--- src/rtl/ddr_rd_burst_ctrl.sv ---
// ddr_rd_burst_ctrl: issues a burst of MIG read commands with address stepping and forwards the returned beats
module ddr_rd_burst_ctrl #(
  parameter int APP_ADDR_WD   = 29,
  parameter int BURST_ADDR_WD = 64,
  parameter int DDR_DATA_WD   = 512,
  parameter int LEN_WD        = 10,
  parameter int ADDR_STEP     = 8,
  parameter int DGBCNT_WD     = 16
) (
  input  logic                     ddr_clk,
  input  logic                     ddr_rst,
  input  logic                     cfg_rst,
  input  logic                     rd_burst_req,
  input  logic [LEN_WD-1:0]        rd_burst_len,
  input  logic [BURST_ADDR_WD-1:0] rd_burst_addr,
  output logic                     rd_burst_data_valid,
  output logic [DDR_DATA_WD-1:0]   rd_burst_data,
  output logic                     rd_burst_finish,
  output logic                     app_en,
  output logic [2:0]               app_cmd,
  output logic [APP_ADDR_WD-1:0]   app_addr,
  input  logic                     app_rdy,
  input  logic [DDR_DATA_WD-1:0]   app_rd_data,
  input  logic                     app_rd_data_valid,
  input  logic                     dbg_cnt_clr,
  output logic [DGBCNT_WD-1:0]     dbg_burst_cnt,
  output logic [DGBCNT_WD-1:0]     dbg_stray_cnt
);
  typedef enum logic [1:0] {IDLE, CMD, WAIT, DONE} state_t;
  state_t                   state_q, state_d;
  logic [APP_ADDR_WD-1:0]   addr_q, addr_d;
  logic [LEN_WD-1:0]        len_q, len_d, cmd_cnt_q, cmd_cnt_d, dat_cnt_q, dat_cnt_d, dat_nxt;
  logic                     vld_q, vld_d;
  logic [DDR_DATA_WD-1:0]   data_q, data_d;
  logic [DGBCNT_WD-1:0]     burst_cnt_q, burst_cnt_d, stray_cnt_q, stray_cnt_d;
  logic                     unused_addr_hi;

  assign unused_addr_hi      = ^rd_burst_addr[BURST_ADDR_WD-1:APP_ADDR_WD];
  assign app_cmd             = 3'b001;
  assign app_en              = state_q == CMD;
  assign app_addr            = app_en ? addr_q + APP_ADDR_WD'(cmd_cnt_q) * APP_ADDR_WD'(ADDR_STEP) : '0;
  assign rd_burst_finish     = state_q == DONE;
  assign rd_burst_data_valid = vld_q;
  assign rd_burst_data       = data_q;
  assign dbg_burst_cnt       = burst_cnt_q;
  assign dbg_stray_cnt       = stray_cnt_q;
  assign dat_nxt             = dat_cnt_q + LEN_WD'(app_rd_data_valid);

  // next-state: burst sequencing, beat counting, debug counters and soft reset
  always_comb begin
    state_d     = state_q;
    addr_d      = addr_q;
    len_d       = len_q;
    cmd_cnt_d   = cmd_cnt_q;
    dat_cnt_d   = dat_cnt_q;
    vld_d       = app_rd_data_valid;
    data_d      = app_rd_data;
    burst_cnt_d = state_q == DONE && ~&burst_cnt_q ? burst_cnt_q + 1'b1 : burst_cnt_q;
    stray_cnt_d = state_q == IDLE && app_rd_data_valid && ~&stray_cnt_q ? stray_cnt_q + 1'b1 : stray_cnt_q;
    case (state_q)
      IDLE: if (rd_burst_req) begin
        state_d   = rd_burst_len == '0 ? DONE : CMD;
        addr_d    = rd_burst_addr[APP_ADDR_WD-1:0];
        len_d     = rd_burst_len;
        cmd_cnt_d = '0;
        dat_cnt_d = '0;
      end
      CMD: begin
        dat_cnt_d = dat_nxt;
        cmd_cnt_d = app_rdy ? cmd_cnt_q + 1'b1 : cmd_cnt_q;
        state_d   = app_rdy && cmd_cnt_q == len_q - 1'b1 ? WAIT : CMD;
      end
      WAIT: begin
        dat_cnt_d = dat_nxt;
        state_d   = dat_nxt == len_q ? DONE : WAIT;
      end
      default: state_d = IDLE;
    endcase
    if (dbg_cnt_clr) begin
      burst_cnt_d = '0;
      stray_cnt_d = '0;
    end
    if (cfg_rst) begin
      state_d     = IDLE;
      addr_d      = '0;
      len_d       = '0;
      cmd_cnt_d   = '0;
      dat_cnt_d   = '0;
      vld_d       = 1'b0;
      data_d      = '0;
      burst_cnt_d = '0;
      stray_cnt_d = '0;
    end
  end

  // state and datapath registers
  always_ff @(posedge ddr_clk or posedge ddr_rst) begin
    if (ddr_rst) begin
      state_q     <= IDLE;
      addr_q      <= '0;
      len_q       <= '0;
      cmd_cnt_q   <= '0;
      dat_cnt_q   <= '0;
      vld_q       <= 1'b0;
      data_q      <= '0;
      burst_cnt_q <= '0;
      stray_cnt_q <= '0;
    end else begin
      state_q     <= state_d;
      addr_q      <= addr_d;
      len_q       <= len_d;
      cmd_cnt_q   <= cmd_cnt_d;
      dat_cnt_q   <= dat_cnt_d;
      vld_q       <= vld_d;
      data_q      <= data_d;
      burst_cnt_q <= burst_cnt_d;
      stray_cnt_q <= stray_cnt_d;
    end
  end
endmodule

--- config.mk ---
export PLATFORM = sky130hd
export DESIGN_NAME = ddr_rd_burst_ctrl
export DESIGN_NICKNAME = d
export VERILOG_FILES = /design/src/rtl/ddr_rd_burst_ctrl.sv
export SDC_FILE = /design/constraint.sdc
export NUM_CORES = 1
export LEC_CHECK = 0
export BUFFER_PORTS_ARGS = -buffer_cell sky130_fd_sc_hd__buf_2
export CAP_MARGIN = 5
export CORE_AREA = 5 5 451 453
export CTS_CLUSTER_SIZE = 40
export DETAILED_ROUTE_END_ITERATION = 6
export DIE_AREA = 0 0 456 458
export GPL_TIMING_DRIVEN = 0
export PLACE_DENSITY = 0.34
export SLEW_MARGIN = 20
export SYNTH_ARGS = -nofsm -noshare
export SYNTH_HDL_FRONTEND = slang
export SYNTH_SLANG_ARGS = --single-unit
--- constraint.sdc ---
create_clock -name ddr_clk -period 34 [get_ports ddr_clk]
set_clock_uncertainty 0.05 [all_clocks]
set_input_delay 3.4 -clock ddr_clk [delete_from_list [all_inputs] [get_ports ddr_clk]]
set_output_delay 3.4 -clock ddr_clk [all_outputs]
set_load 0.1 [all_outputs]
==> out/metrics.yaml <==
cts_max_level: 3
rrSetupSlack_ns: 30.98
outcome: "finished, final reports clean"
grt_pass1_vias: 19300
syn2layout_area_growth_pct: 54.0
r2r-start: "len_q[0]$_DFFE_PP0P_"
synthCells: 1754
cts_setup_buffers: 0
stdcell_area_sq_um: 34100
rr_worst_depth: 11
hold_class: "reg -> reg"
setup_viol: 0
async_flop_share: 1.00
cts-hold-fix-buffers: 0
p_int_mw: 1.36
grt_setup_unrepaired: "false"
seq_area_frac_synth: 0.685
row_count: 164
cp_data_required_time_ns: 30.55
startpoint: "cmd_cnt_q[0]$_DFFE_PP0P_"
criticalPathCategory: "reg -> out"
cts_tree: "done"
p_switching_uw: 745
r2r-end: "state_q[1]$_DFFE_PP0P_"
cts.reportedPaths.clkPinSlew_ns: 0.06
fin_setup_tns_ns: 0
die_w_um: 456
avgSynthCellArea_sq_um: 12.6
viasPerCell: 3.15
antenna_found_initial: 64
cts.sinks: 606
cts_buffer_depth: 3
cts_made_buffers: 82
hold_viol: 0
register_area_sq_um: 15200
postRouteAntennaNets: 0
cp-endpoint: "app_addr[23]"
yosys_warnings: 0
start_kind: "flop"
wl_per_cell_um: 23.4
hpwlAfterDp_mm: 111
dieArea_sq_um: 209000
p_seq_frac: 0.369
grtUsageTotal: 0.123
ys_types: 56
layout.nets: 3594
cp_max_fo: 9
fill_cells: 22400
num_vias: 18000
synth_ff_type: "dfrtp_1"
initial_utilization: 0.111
core_area_sq_um: 199000
drtIter0Drc: 911
drv_slew: 0
clock_latency_ns: 0.69
fp.dieH_um: 458
fmax_ghz: 0.129
ios: 1172
syn-cell-area_sq_um: 22100
ctsResizeCount: 0
min_period_ns: 7.74
cts_root_buf: "clkbuf_16"
p_clk_frac: 0.423
grt_max_degree: 93
numPortBuffers: 1133
drt-total-wl_mm: 133
mostFrequentLayoutCells: "1,135 x buf_2, 606 x dfrtp_1, 516 x nor2b_1"
firstDrtPassIters: 5
holdCritStartpoint: "addr_q[0]$_DFFE_PP0P_"
p_sw_frac: 0.355
power_density_nw_per_um2: 61.6
worstPathArrival_ns: 4.29
dpl-instance-area_sq_um: 31300
multi_input_area_sq_um: 6560
ir_worst_vdd_mv: 0.0358
end_kind: "primary output"
synth-edff-count: 0
mostFrequentLayoutCell: "buf_2"
drc_errors: 0
fin_crit_sh: 0.228
slew_headroom: 0.302
ys_seq_elements: 606
grt_overflow: 0
power_frac_comb: 0.208
layout-drive-gt1-share: 0.424
maxCapViolations: 0
p_leak_nw: 16.8
grt_pass1_wl_mm: 175
routabilityCongestion: 0.894
worst_slew_pin_slew_ns: 1.04
power groups by stage:
stage / combinational (mW) / sequential, mW / clock (mW)
2_1_floorplan: 0.0822 / 1.02 / 0
3_3_place_gp: 0.442 / 0.791 / 0
3_5_place_dp: 0.445 / 0.788 / 0
4_1_cts: 0.446 / 0.776 / 0.928
5_1_grt: 0.457 / 0.779 / 0.953
6_report: 0.437 / 0.776 / 0.888
how the worst min path moves through the flow:
stage / endpoint / slack (ns) / cells after the start
after floorplan: addr_q[0]$_DFFE_PP0P_ / 0.39 / 2
after global placement: addr_q[1]$_DFFE_PP0P_ / 0.42 / 2
after detailed placement: addr_q[2]$_DFFE_PP0P_ / 0.44 / 2
after CTS: addr_q[2]$_DFFE_PP0P_ / 0.45 / 2
after global routing: addr_q[1]$_DFFE_PP0P_ / 0.48 / 2
final: addr_q[0]$_DFFE_PP0P_ / 0.45 / 2
layer usage:
layer / GRT usage / part of all wire
met5: 0 / 0.00040
met4: 0.0533 / 0.042
met3: 0.0447 / 0.081
met2: 0.218 / 0.52
met1: 0.131 / 0.36
worst max-delay path: stages, from the launching register on:
cell and delay (ns):
dfrtp_1 0.48, ha_1 0.24, fa_1 0.22, a21o_1 0.13
a21o_1 0.15, a21oi_1 0.11, nor3_1 0.70, nor2_1 0.31
or4_1 0.56, a21boi_0 0.20, buf_2 0.48
synthesized netlist by cell type (3+ instances only):
library cell  count  area (sq um)
dfrtp_1         606         15200
nor2b_1         516          3230
clkbuf_1         79           297
nand2_1          78           293
o21ai_0          63           315
nor2_1           60           225
xnor2_1          43           377
nand2b_1         42           263
xor2_1           30           263
and2_1           29           181
nand3_1          22           110
a21oi_1          20           100
ha_1             20           250
nand4_1          15          93.8
and3_1           14          87.6
nor3_1           11          55.1
inv_1            10          37.5
a21o_1            8          60.1
nor4_1            7          43.8
o31ai_1           6          45.0
or3_1             6          37.5
a211oi_1          5          37.5
mux2i_1           5          50.1
and4_1            4          35.0
buf_4             4          30.0
or4_1             4          30.0
a21boi_0          3          22.5
o211ai_1          3          22.5
o21bai_1          3          22.5
flip-flops by register name, summed over array words and instances (netlist names):
register	count
addr_q	29
dbg_burst_cnt	16
dat_cnt_q	10
cmd_cnt_q	10
state_q	2
dbg_stray_cnt	16
len_q	10
rd_burst_data_valid	1
rd_burst_data	512
kinds of logic (layout without fill, tap and decap cells):
logic type | Yosys count | count (layout) | synth area share
XOR/XNOR | 74 | 74 | 0.0299
other | 2 | 17 | 0.000339
flip-flops | 606 | 606 | 0.685
multiplexers | 6 | 6 | 0.00277
AO/OA/AOI/OAI | 128 | 128 | 0.0349
adder cells (fa/ha/maj) | 21 | 21 | 0.0122
buffers and inverters | 98 | 1384 | 0.0187
AND/OR/NAND/NOR | 819 | 819 | 0.216
final cells by class:
class,instances,share of cell area
inverter,10,0.00132
multi-input combinational,1051,0.193
clock buffer,112,0.0676
tap,2656,0.0975
buffer,88,0.0111
timing repair buffer,1141,0.172
clock inverter,33,0.0117
sequential,606,0.445
antenna,14,0.00103
metrics by stage:
step	hold slack [ns]	setup slack (ns)	std cells	total power, mW	util
6_report	0.445	26.26	5711	2.10	0.171
2_1_floorplan	0.392	13.59	1755	1.10	-
5_1_grt	0.479	25.84	5706	2.19	0.171
3_5_place_dp	0.435	26.83	5552	1.23	0.158
3_3_place_gp	0.420	3.37	5544	1.23	0.157
4_1_cts	0.452	26.01	5697	2.15	0.171
Note: power is estimated with default switching activity, not from simulation.
